$ cat src/rtl/pwm_core.sv
// Duty-cycle PWM generator driven by an upstream advance strobe.
// Prescaled period counter with double-buffered duty updates applied at period boundaries.
module pwm_core #(
    parameter int WIDTH      = 8,
    parameter int PRESCALE_W = 4
) (
    input  logic                  clk,
    input  logic                  rst_n,
    input  logic                  ena,
    input  logic                  tick_in,
    input  logic [PRESCALE_W-1:0] prescale,
    input  logic [WIDTH-1:0]      duty_in,
    input  logic                  duty_load,
    output logic                  pwm_out,
    output logic                  period_start,
    output logic [WIDTH-1:0]      duty_active,
    output logic                  load_pending
);

    localparam logic [WIDTH-1:0]      CNT_LAST  = {{(WIDTH-1){1'b1}}, 1'b0};
    localparam logic [WIDTH-1:0]      CNT_ONE   = {{(WIDTH-1){1'b0}}, 1'b1};
    localparam logic [PRESCALE_W-1:0] PRESC_ONE = {{(PRESCALE_W-1){1'b0}}, 1'b1};

    logic [PRESCALE_W-1:0] r_presc_cnt;
    logic [WIDTH-1:0]      r_cnt;
    logic [WIDTH-1:0]      r_pending;
    logic [WIDTH-1:0]      r_duty_active;
    logic                  r_load_pending;
    logic                  r_period_start;

    logic w_qtick;
    logic w_step;
    logic w_wrap;

    assign w_qtick = ena && tick_in;
    // >= so that lowering prescale below the running count steps on the next tick
    assign w_step  = w_qtick && (r_presc_cnt >= prescale);
    assign w_wrap  = w_step && (r_cnt == CNT_LAST);

    always_ff @(posedge clk) begin
        if (!rst_n) begin
            r_presc_cnt <= '0;
        end else if (w_qtick) begin
            if (w_step) r_presc_cnt <= '0;
            else        r_presc_cnt <= r_presc_cnt + PRESC_ONE;
        end
    end

    always_ff @(posedge clk) begin
        if (!rst_n) begin
            r_cnt          <= '0;
            r_period_start <= 1'b0;
        end else begin
            r_period_start <= w_wrap;
            if (w_step) begin
                if (w_wrap) r_cnt <= '0;
                else        r_cnt <= r_cnt + CNT_ONE;
            end
        end
    end

    // A load coinciding with the wrap bypasses the pending register
    always_ff @(posedge clk) begin
        if (!rst_n) begin
            r_pending      <= '0;
            r_duty_active  <= '0;
            r_load_pending <= 1'b0;
        end else if (duty_load) begin
            r_pending <= duty_in;
            if (w_wrap) begin
                r_duty_active  <= duty_in;
                r_load_pending <= 1'b0;
            end else begin
                r_load_pending <= 1'b1;
            end
        end else if (w_wrap && r_load_pending) begin
            r_duty_active  <= r_pending;
            r_load_pending <= 1'b0;
        end
    end

    assign pwm_out      = ena && (r_cnt < r_duty_active);
    assign period_start = r_period_start;
    assign duty_active  = r_duty_active;
    assign load_pending = r_load_pending;

endmodule

$ cat config.mk
export PLATFORM = sky130hd
export DESIGN_NAME = pwm_core
export DESIGN_NICKNAME = d
export VERILOG_FILES = /design/src/rtl/pwm_core.sv
export SDC_FILE = /design/constraint.sdc
export NUM_CORES = 1
export LEC_CHECK = 0
export ABC_AREA = 1
export CORE_MARGIN = 5
export CORE_UTILIZATION = 47
export DETAILED_ROUTE_END_ITERATION = 10
export PLACE_DENSITY = 0.75
export SETUP_SLACK_MARGIN = 0.02
export SLEW_MARGIN = 40
export SYNTH_ARGS = -nofsm -noshare
export SYNTH_HDL_FRONTEND = slang
export SYNTH_SLANG_ARGS = --single-unit
$ cat constraint.sdc
create_clock -name clk -period 1.5 [get_ports clk]
set_input_delay 0.3 -clock clk [delete_from_list [all_inputs] [get_ports clk]]
set_output_delay 0.3 -clock clk [all_outputs]
set_load 0.01 [all_outputs]
After elaboration in Yosys (flattened, before gate mapping)
Index checks and enable logic that the tools add are counted.
{ "totals": {"input_bits": 17, "regBits": 30, "output_inout_bits": 11} }
{ "classes": {"add_sub_neg": 2, "n_eq_ne": 2, "n_lt_le_gt_ge": 2, "n_mux": 8, "n_reduce_logical": 7} }
{ "op_table": {"columns": ["cell", "count"], "rows": [
  ["$mux W8", 4],
  ["$add A8 B1 Y8 const B", 1],
  ["$eq A8 B8 Y1 const B", 1],
  ["$lt A8 B8 Y1", 1],
  ["$logic_and A1 B1 Y1", 5],
  ["$add A4 B1 Y4 const B", 1],
  ["$ge A4 B4 Y1", 1],
  ["$mux W4", 1],
  ["$mux W1", 3],
  ["$ne A2 B1 Y1 const B", 1],
  ["$reduce_and A2 Y1", 1],
  ["$reduce_bool A2 Y1", 1]
]} }

Longest topological paths before layout
Gate-level depths: netlist of the first run.
{ "logic_depth": {"depth_word": 6, "ltp_mapped": 12, "depth_no_buf": 12} }

Worst setup path before layout of the first run
No wires, ideal clock.
{ "synth_path": {"kind": "register to output", "start": "register r_duty_active[1], in the netlist duty_active[1]", "end": "output port pwm_out", "n_path_buf": 0, "arrival_ns": 1.268, "setup_slack_ns": -0.068, "path_stages_with_launch": 9, "required_time_ns": 1.200, "path_cell_list": "dfxtp_1 -> inv_1 -> ha_1 -> a21boi_0 -> o211ai_1 -> nand2_1 -> nand2_1 -> nand2_1 -> nor2_1"} }
{ "synth_via": {"elab_chain_len": 2} }
{ "synth_rtl": {"columns": ["item", "line", "rtl"], "rows": [
  ["from (decl)", "27", "logic [WIDTH-1:0] r_duty_active;"],
  ["from (signal assigned)", "71", "r_duty_active <= duty_in;"],
  ["from (signal assigned)", "77", "r_duty_active <= r_pending;"],
  ["$lt A8 B8 Y1", "82", "assign pwm_out = ena && (r_cnt < r_duty_active);"],
  ["$logic_and A1 B1 Y1", "82", null],
  ["to (decl)", "14", "output logic pwm_out,"]
]} }
No other way between the ends.

Worst setup path after layout of the first run
Ends and elaborated chain as after synthesis.

==> flow_summary.ini, run 1 <==
[setup_path]
crit_arrival_ns = 1.63
cp_max_fo = 2
timing.reg2reg.setup_slack_ns = -0.14
r2r_end = r_cnt[4]
cp-start-kind = flip-flop
worst-path-buf-inv = 2
critical-path-top-delay-family = flip-flops
critPathCaptureType = output pin
reg2regPathDepth = 10
required_ns = 1.20
cpMaxStageDelayCell = dfxtp_2
max_stage_delay_ns = 0.33
path_cells = inv_2, ha_4, a21boi_2, o211ai_1, nand2_1, nand2_1, nand2_2, nor2_2, buf_2
r2r-start = r_presc_cnt[1]
crit_type = reg -> out
crit_top_cell = nand2_1

[layout]
finish.utilization = 0.766
insertedDiodeCount = 0
syn2layout_area_growth_pct = 54.4
nets = 339
fillers = 261
final_area_mm2 = 0.00260
drive_above_1_share = 0.362

[detailed_routing]
post_drt_wl_per_cell_um = 12.3
via_per_inst = 4.79
drt_wl_total_um = 4360
drt_first_pass_iters = 4
drc = 0
drtAntennaViolNets = 0
vias = 1700
drtIter0Drc = 78

[sta]
fin_skew_ns = 0.00686
fin_ws_ns = -0.433
slew_headroom = 0.777
fmax_mhz = 517
final_hold_viol_count = 0
fin_crit_sh = 1.29
rsz0062_at_grt = yes
fin_crit_ns = 1.93
timing.final.max_slew_violations = 0
finalSetupViolCount = 15
tightest_slew_ns = 0.333

[pwr]
intPower_mw = 1.18
power_frac_comb = 0.157
switchingPower_uw = 397
power_mw = 1.57
irDropWorstVdd_mv = 0.478
powerDensity_mw_per_mm2 = 607
swShare = 0.252
p_seq_frac = 0.524
clock_power_share = 0.319
leakage_nw = 1.26

[yosys]
yosysWarnings = 0
synth.most_common_cell = inv_1
async_flop_share = 0
synth_cell_types = 24
synth_commonest_cells = 44 x inv_1, 42 x nand2_1, 30 x dfxtp_1
synthFlopType = dfxtp_1
synth_edf_count = 0
synth_seq_cells = 30
synth_nets = 262
yosysTopAreaCellShare = 0.357
synth_area_leaders = dfxtp_1 36%, ha_1 10%, inv_1 9.8%
synth_top_area_cell = dfxtp_1
synth-seq-area-share = 0.357
netlist_area_mm2 = 0.00168
syn-instance-count = 231
synth.avg_cell_area_um2 = 7.28

[floorplan]
die_h_um = 69.8
initial_core_util = 0.496
die_w_um = 69.8
coreArea_mm2 = 0.00339
rows = 21
die_area_mm2 = 0.00487
num_io_pins = 28

[global_routing]
grt_max_degree = 27
antenna_found_initial = 0
grt_most_used_layer = met2
use_met1 = 0.211
grt_pass1_wl_um = 7510
track_usage = 0.190
grt-ovfl-total = 0
grt_util_met3 = 0.0551
met2_usage = 0.335
grt_pass1_vias = 1755

[clocking]
holdBufCountCts = 0
clk_pin_slew_ns = 0.09
cts-htree-levels = 2
cts_max_path_buffers = 2
clk_latency_ns = 0.33
tritoncts = done
numCtsBuffers = 5
clock-root-buffer = clkbuf_4
numClockSinks = 30

[placed_design]
place.gp.congestion = 0.820
placed_cell_area_mm2 = 0.00233
pre_cts_slack_ns = -0.624
port_buffers = 27
dp_hpwl_um = 2950

[run_status]
status = complete, but fails checks
violations = setup timing

[hold_path]
min_from = load_pending
hold_path_class = reg -> reg
hold-path-endpoint = load_pending
whs_path_depth = 2

[run]
maxCapViolCount = 0
-- power groups by stage --
| stage | clock network, mW | logic, mW | registers (mW) |
|---|---|---|---|
| after floorplan | 0 | 0.0949 | 0.843 |
| after global placement | 0 | 0.209 | 0.842 |
| after detailed placement | 0 | 0.216 | 0.842 |
| after CTS | 0.519 | 0.240 | 0.825 |
| after global routing | 0.560 | 0.275 | 0.827 |
| final | 0.502 | 0.248 | 0.825 |
-- registers in the layout (all words and copies together), names as in the netlist --
name,count
r_presc_cnt,4
load_pending,1
r_pending,8
duty_active,8
r_cnt,8
period_start,1
-- layout by cell type (no fill, tap or decap), types with 2 or more instances in the layout --
master / Yosys / layout
nor2_4: 2 / 3
o21bai_1: 9 / 9
nor3_2: 0 / 2
dfxtp_1: 30 / 23
or2_2: 8 / 8
nor2_1: 24 / 21
dlygate4sd2_1: 0 / 13
nand3_2: 0 / 2
dfxtp_2: 0 / 7
nand4_1: 3 / 3
nand2_1: 42 / 35
clkdlybuf4s50_1: 0 / 12
nand2_2: 4 / 8
clkbuf_4: 0 / 5
inv_2: 1 / 7
ha_1: 14 / 9
ha_4: 0 / 5
nor2_2: 0 / 2
nand3_1: 9 / 7
nand2_4: 0 / 3
o21ai_0: 9 / 9
a21oi_2: 0 / 6
xor2_1: 4 / 4
nand3b_1: 4 / 4
inv_1: 44 / 37
nand4_4: 1 / 2
a21oi_1: 14 / 8
buf_6: 1 / 9
buf_4: 1 / 36
-- cell families (layout without fill, tap and decap cells) --
group,Yosys count,count (layout),synth area share
and+or+nand+nor,99,100,0.280
DFF,30,30,0.357
buffers and inverters,49,126,0.116
AOI/OAI and AO/OA,35,35,0.122
xor gates and xnor gates,4,4,0.0208
adders and majority gates,14,14,0.104
-- routing by layer --
layer,vias to the layer above,share of wire
met5,-,0
met4,0,0.023
met3,8,0.046
met2,33,0.52
met1,774,0.41
li1,885,-
-- what timing repair did --
action,CTS,global route
pin swaps,21,14
endpoints found under the hold margin,0,0
setup endpoints to repair,33,24
gates cloned,1,0
resized for setup,57,9
buffers inserted,3,3
-- per-stage QoR --
stage | setup TNS, ns | std cells | hold WS [ns]
2_1_floorplan | 0 | 231 | 0.428
3_3_place_gp | -11.98 | 340 | 0.466
3_5_place_dp | -12.80 | 340 | 0.477
4_1_cts | -1.41 | 352 | 0.487
5_1_grt | -3.23 | 355 | 0.538
6_report | -1.23 | 355 | 0.499
-- worst max-delay path by stage --
stage          slack (ns)            to  depth (start not counted)           start
4_1_cts             -0.49       pwm_out                          9  duty_active[1]
3_5_place_dp        -0.62      r_cnt[4]                         12     prescale[3]
2_1_floorplan        0.01       pwm_out                          8  duty_active[1]
3_3_place_gp        -0.55  load_pending                         12     prescale[3]
6_report            -0.43       pwm_out                          9  duty_active[1]
5_1_grt             -0.56       pwm_out                          9  duty_active[1]
-- final cells by class --
| type | count | area, um^2 | area share |
|---|---|---|---|
| multi-input combinational | 153 | 1060 | 0.409 |
| timing repair buffer | 73 | 636 | 0.245 |
| sequential | 30 | 609 | 0.235 |
| inverter | 45 | 173 | 0.0665 |
| tap | 46 | 57.6 | 0.0222 |
| clock buffer | 7 | 55.1 | 0.0212 |
| clock inverter | 1 | 5.00 | 0.00193 |
-- tightest hold or removal path, cell delays in order (launching register included) --
cell and delay [ns]:
dfxtp_1 0.32, inv_1 0.09, a21oi_2 0.06
No activity file was read; power rests on OpenSTA's default activity.
==> run 2: changes to the inputs <==
--- a/config.mk
+++ b/config.mk
@@ -11,6 +11,7 @@
 export DETAILED_ROUTE_END_ITERATION = 10
 export PLACE_DENSITY = 0.75
 export SETUP_SLACK_MARGIN = 0.02
+export SKIP_CTS_REPAIR_TIMING = 1
 export SLEW_MARGIN = 40
 export SYNTH_ARGS = -nofsm -noshare
 export SYNTH_HDL_FRONTEND = slang
==> run 2 against run 1 <==
Effect of this change: the flow still finishes with violations (setup timing); combinational power about the same; via count increased by 0.47%; sequential cell count unchanged.
==> flow_summary.ini, run 2 (synthesis results as in run 1) <==
[run_status]
status = complete, but fails checks
violations = setup timing

[detailed_routing]
drtIter0Drc = 51
via_per_inst = 4.81
post_drt_wl_per_cell_um = 12.6
vias = 1708
drc = 0
drtAntennaViolNets = 0
drt_wl_total_um = 4460
drt_first_pass_iters = 5

[layout]
fillers = 228
layout_common_cells = 35 x inv_1, 34 x nand2_1, 34 x buf_4, 22 x dfxtp_1, 20 x nor2_1
insertedDiodeCount = 0
layout_commonest_cell = inv_1
nets = 339
syn2layout_area_growth_pct = 59.8
stdcell_count = 355
drive_above_1_share = 0.379

[pwr]
powerDensity_mw_per_mm2 = 590
leakage_nw = 1.44
irDropWorstVdd_mv = 0.457
power_mw = 1.58

[floorplan]
rows = 21
initial_core_util = 0.496
num_io_pins = 28
die_area_mm2 = 0.00487
die_w_um = 69.8
die_h_um = 69.8
coreArea_mm2 = 0.00339

[clocking]
numClockSinks = 30
clk_pin_slew_ns = 0.10
cts-htree-levels = 2
cts_max_path_buffers = 2
clk_latency_ns = 0.34
clock-root-buffer = clkbuf_4
numCtsBuffers = 5
tritoncts = done

[global_routing]
grt_util_met3 = 0.0565
grt-ovfl-total = 0
antenna_found_initial = 0
track_usage = 0.175
grt_max_degree = 27
grt_pass1_vias = 1670
grt_pass1_wl_um = 6940
met2_usage = 0.311
use_met1 = 0.192
grt_most_used_layer = met2

[sta]
fin_crit_sh = 1.31
holdWs_ns = 0.495
fin_crit_ns = 1.97
timing.final.max_slew_violations = 0
rsz0062_at_grt = yes
final_hold_viol_count = 0
finalSetupViolCount = 21
fin_ws_ns = -0.470
slew_headroom = 0.778
tightest_slew_ns = 0.332
fin_skew_ns = 0.0112
fmax_mhz = 508

[setup_path]
r2r-start = r_presc_cnt[1]
reg2regPathDepth = 10
crit_arrival_ns = 1.67
timing.reg2reg.setup_slack_ns = -0.18
crit_type = reg -> out
cp_max_fo = 2
critPathCaptureType = output pin
r2r_end = r_cnt[4]
required_ns = 1.20
cp-start-kind = flip-flop
cp-startpoint = duty_active[1]

[placed_design]
dp.cells = 340
pre_cts_slack_ns = -0.624
dp_hpwl_um = 2950
port_buffers = 27
place.gp.congestion = 0.820

[hold_path]
min_from = load_pending
hold_path_class = reg -> reg
hold-path-endpoint = load_pending
whs_path_depth = 2

[run]
maxCapViolCount = 0
## run 2: cell types whose count changed in the layout (fill, tap and decap cells not counted), sizes merged
cell / before / now
dlymetal6s2s: 0 / 14
nand4: 5 / 4
dlygate4sd2: 13 / 0
## run 2: final cells by class
| cell class | instances | area, um^2 | share of cell area |
|---|---|---|---|
| sequential | 30 | 611 | 0.227 |
| clock inverter | 1 | 5.00 | 0.00186 |
| inverter | 45 | 173 | 0.0642 |
| multi-input combinational | 152 | 1050 | 0.392 |
| clock buffer | 7 | 55.1 | 0.0205 |
| tap | 46 | 57.6 | 0.0214 |
| timing repair buffer | 74 | 733 | 0.273 |
## run 2: per-layer routing
layer  part of all wire  vias up
li1                   -      878
met1               0.41      790
met2               0.53       33
met3              0.041        7
met4              0.019        0
met5                  0        -
## run 2: how the worst max path moves through the flow
stage / cells past startpoint / slack, ns / endpoint
final: 9 / -0.47 / pwm_out
after global routing: 9 / -0.56 / pwm_out
after CTS: 9 / -0.93 / pwm_out
after detailed placement: 12 / -0.62 / r_cnt[4]
after global placement: 12 / -0.55 / load_pending
after floorplan: 8 / 0.01 / pwm_out
## run 2: metrics by stage
step,area [um^2],TNS (ns),utilization
floorplan,1720,0,-
finish,2690,-2.64,0.793
global route,2690,-4.18,0.793
global placement,2330,-11.98,0.687
CTS,2390,-5.74,0.704
detailed placement,2330,-12.80,0.687
## run 2: critical path: stages, from the launching register on
cell and delay, ns:
dfxtp_2 0.33, inv_2 0.07, ha_4 0.19, a21boi_2 0.15
o211ai_1 0.18, nand2_1 0.08, nand2_1 0.09, nand2_2 0.06
nor2_2 0.07, buf_2 0.13
## run 2: report_power, final
group / internal [mW] / total [mW] / leakage (nW) / switching, mW
clock: 0.227 / 0.513 / 0.0353 / 0.287
sequential: 0.817 / 0.825 / 0.248 / 0.00769
combinational: 0.136 / 0.246 / 1.16 / 0.110
total: 1.18 / 1.58 / 1.44 / 0.405
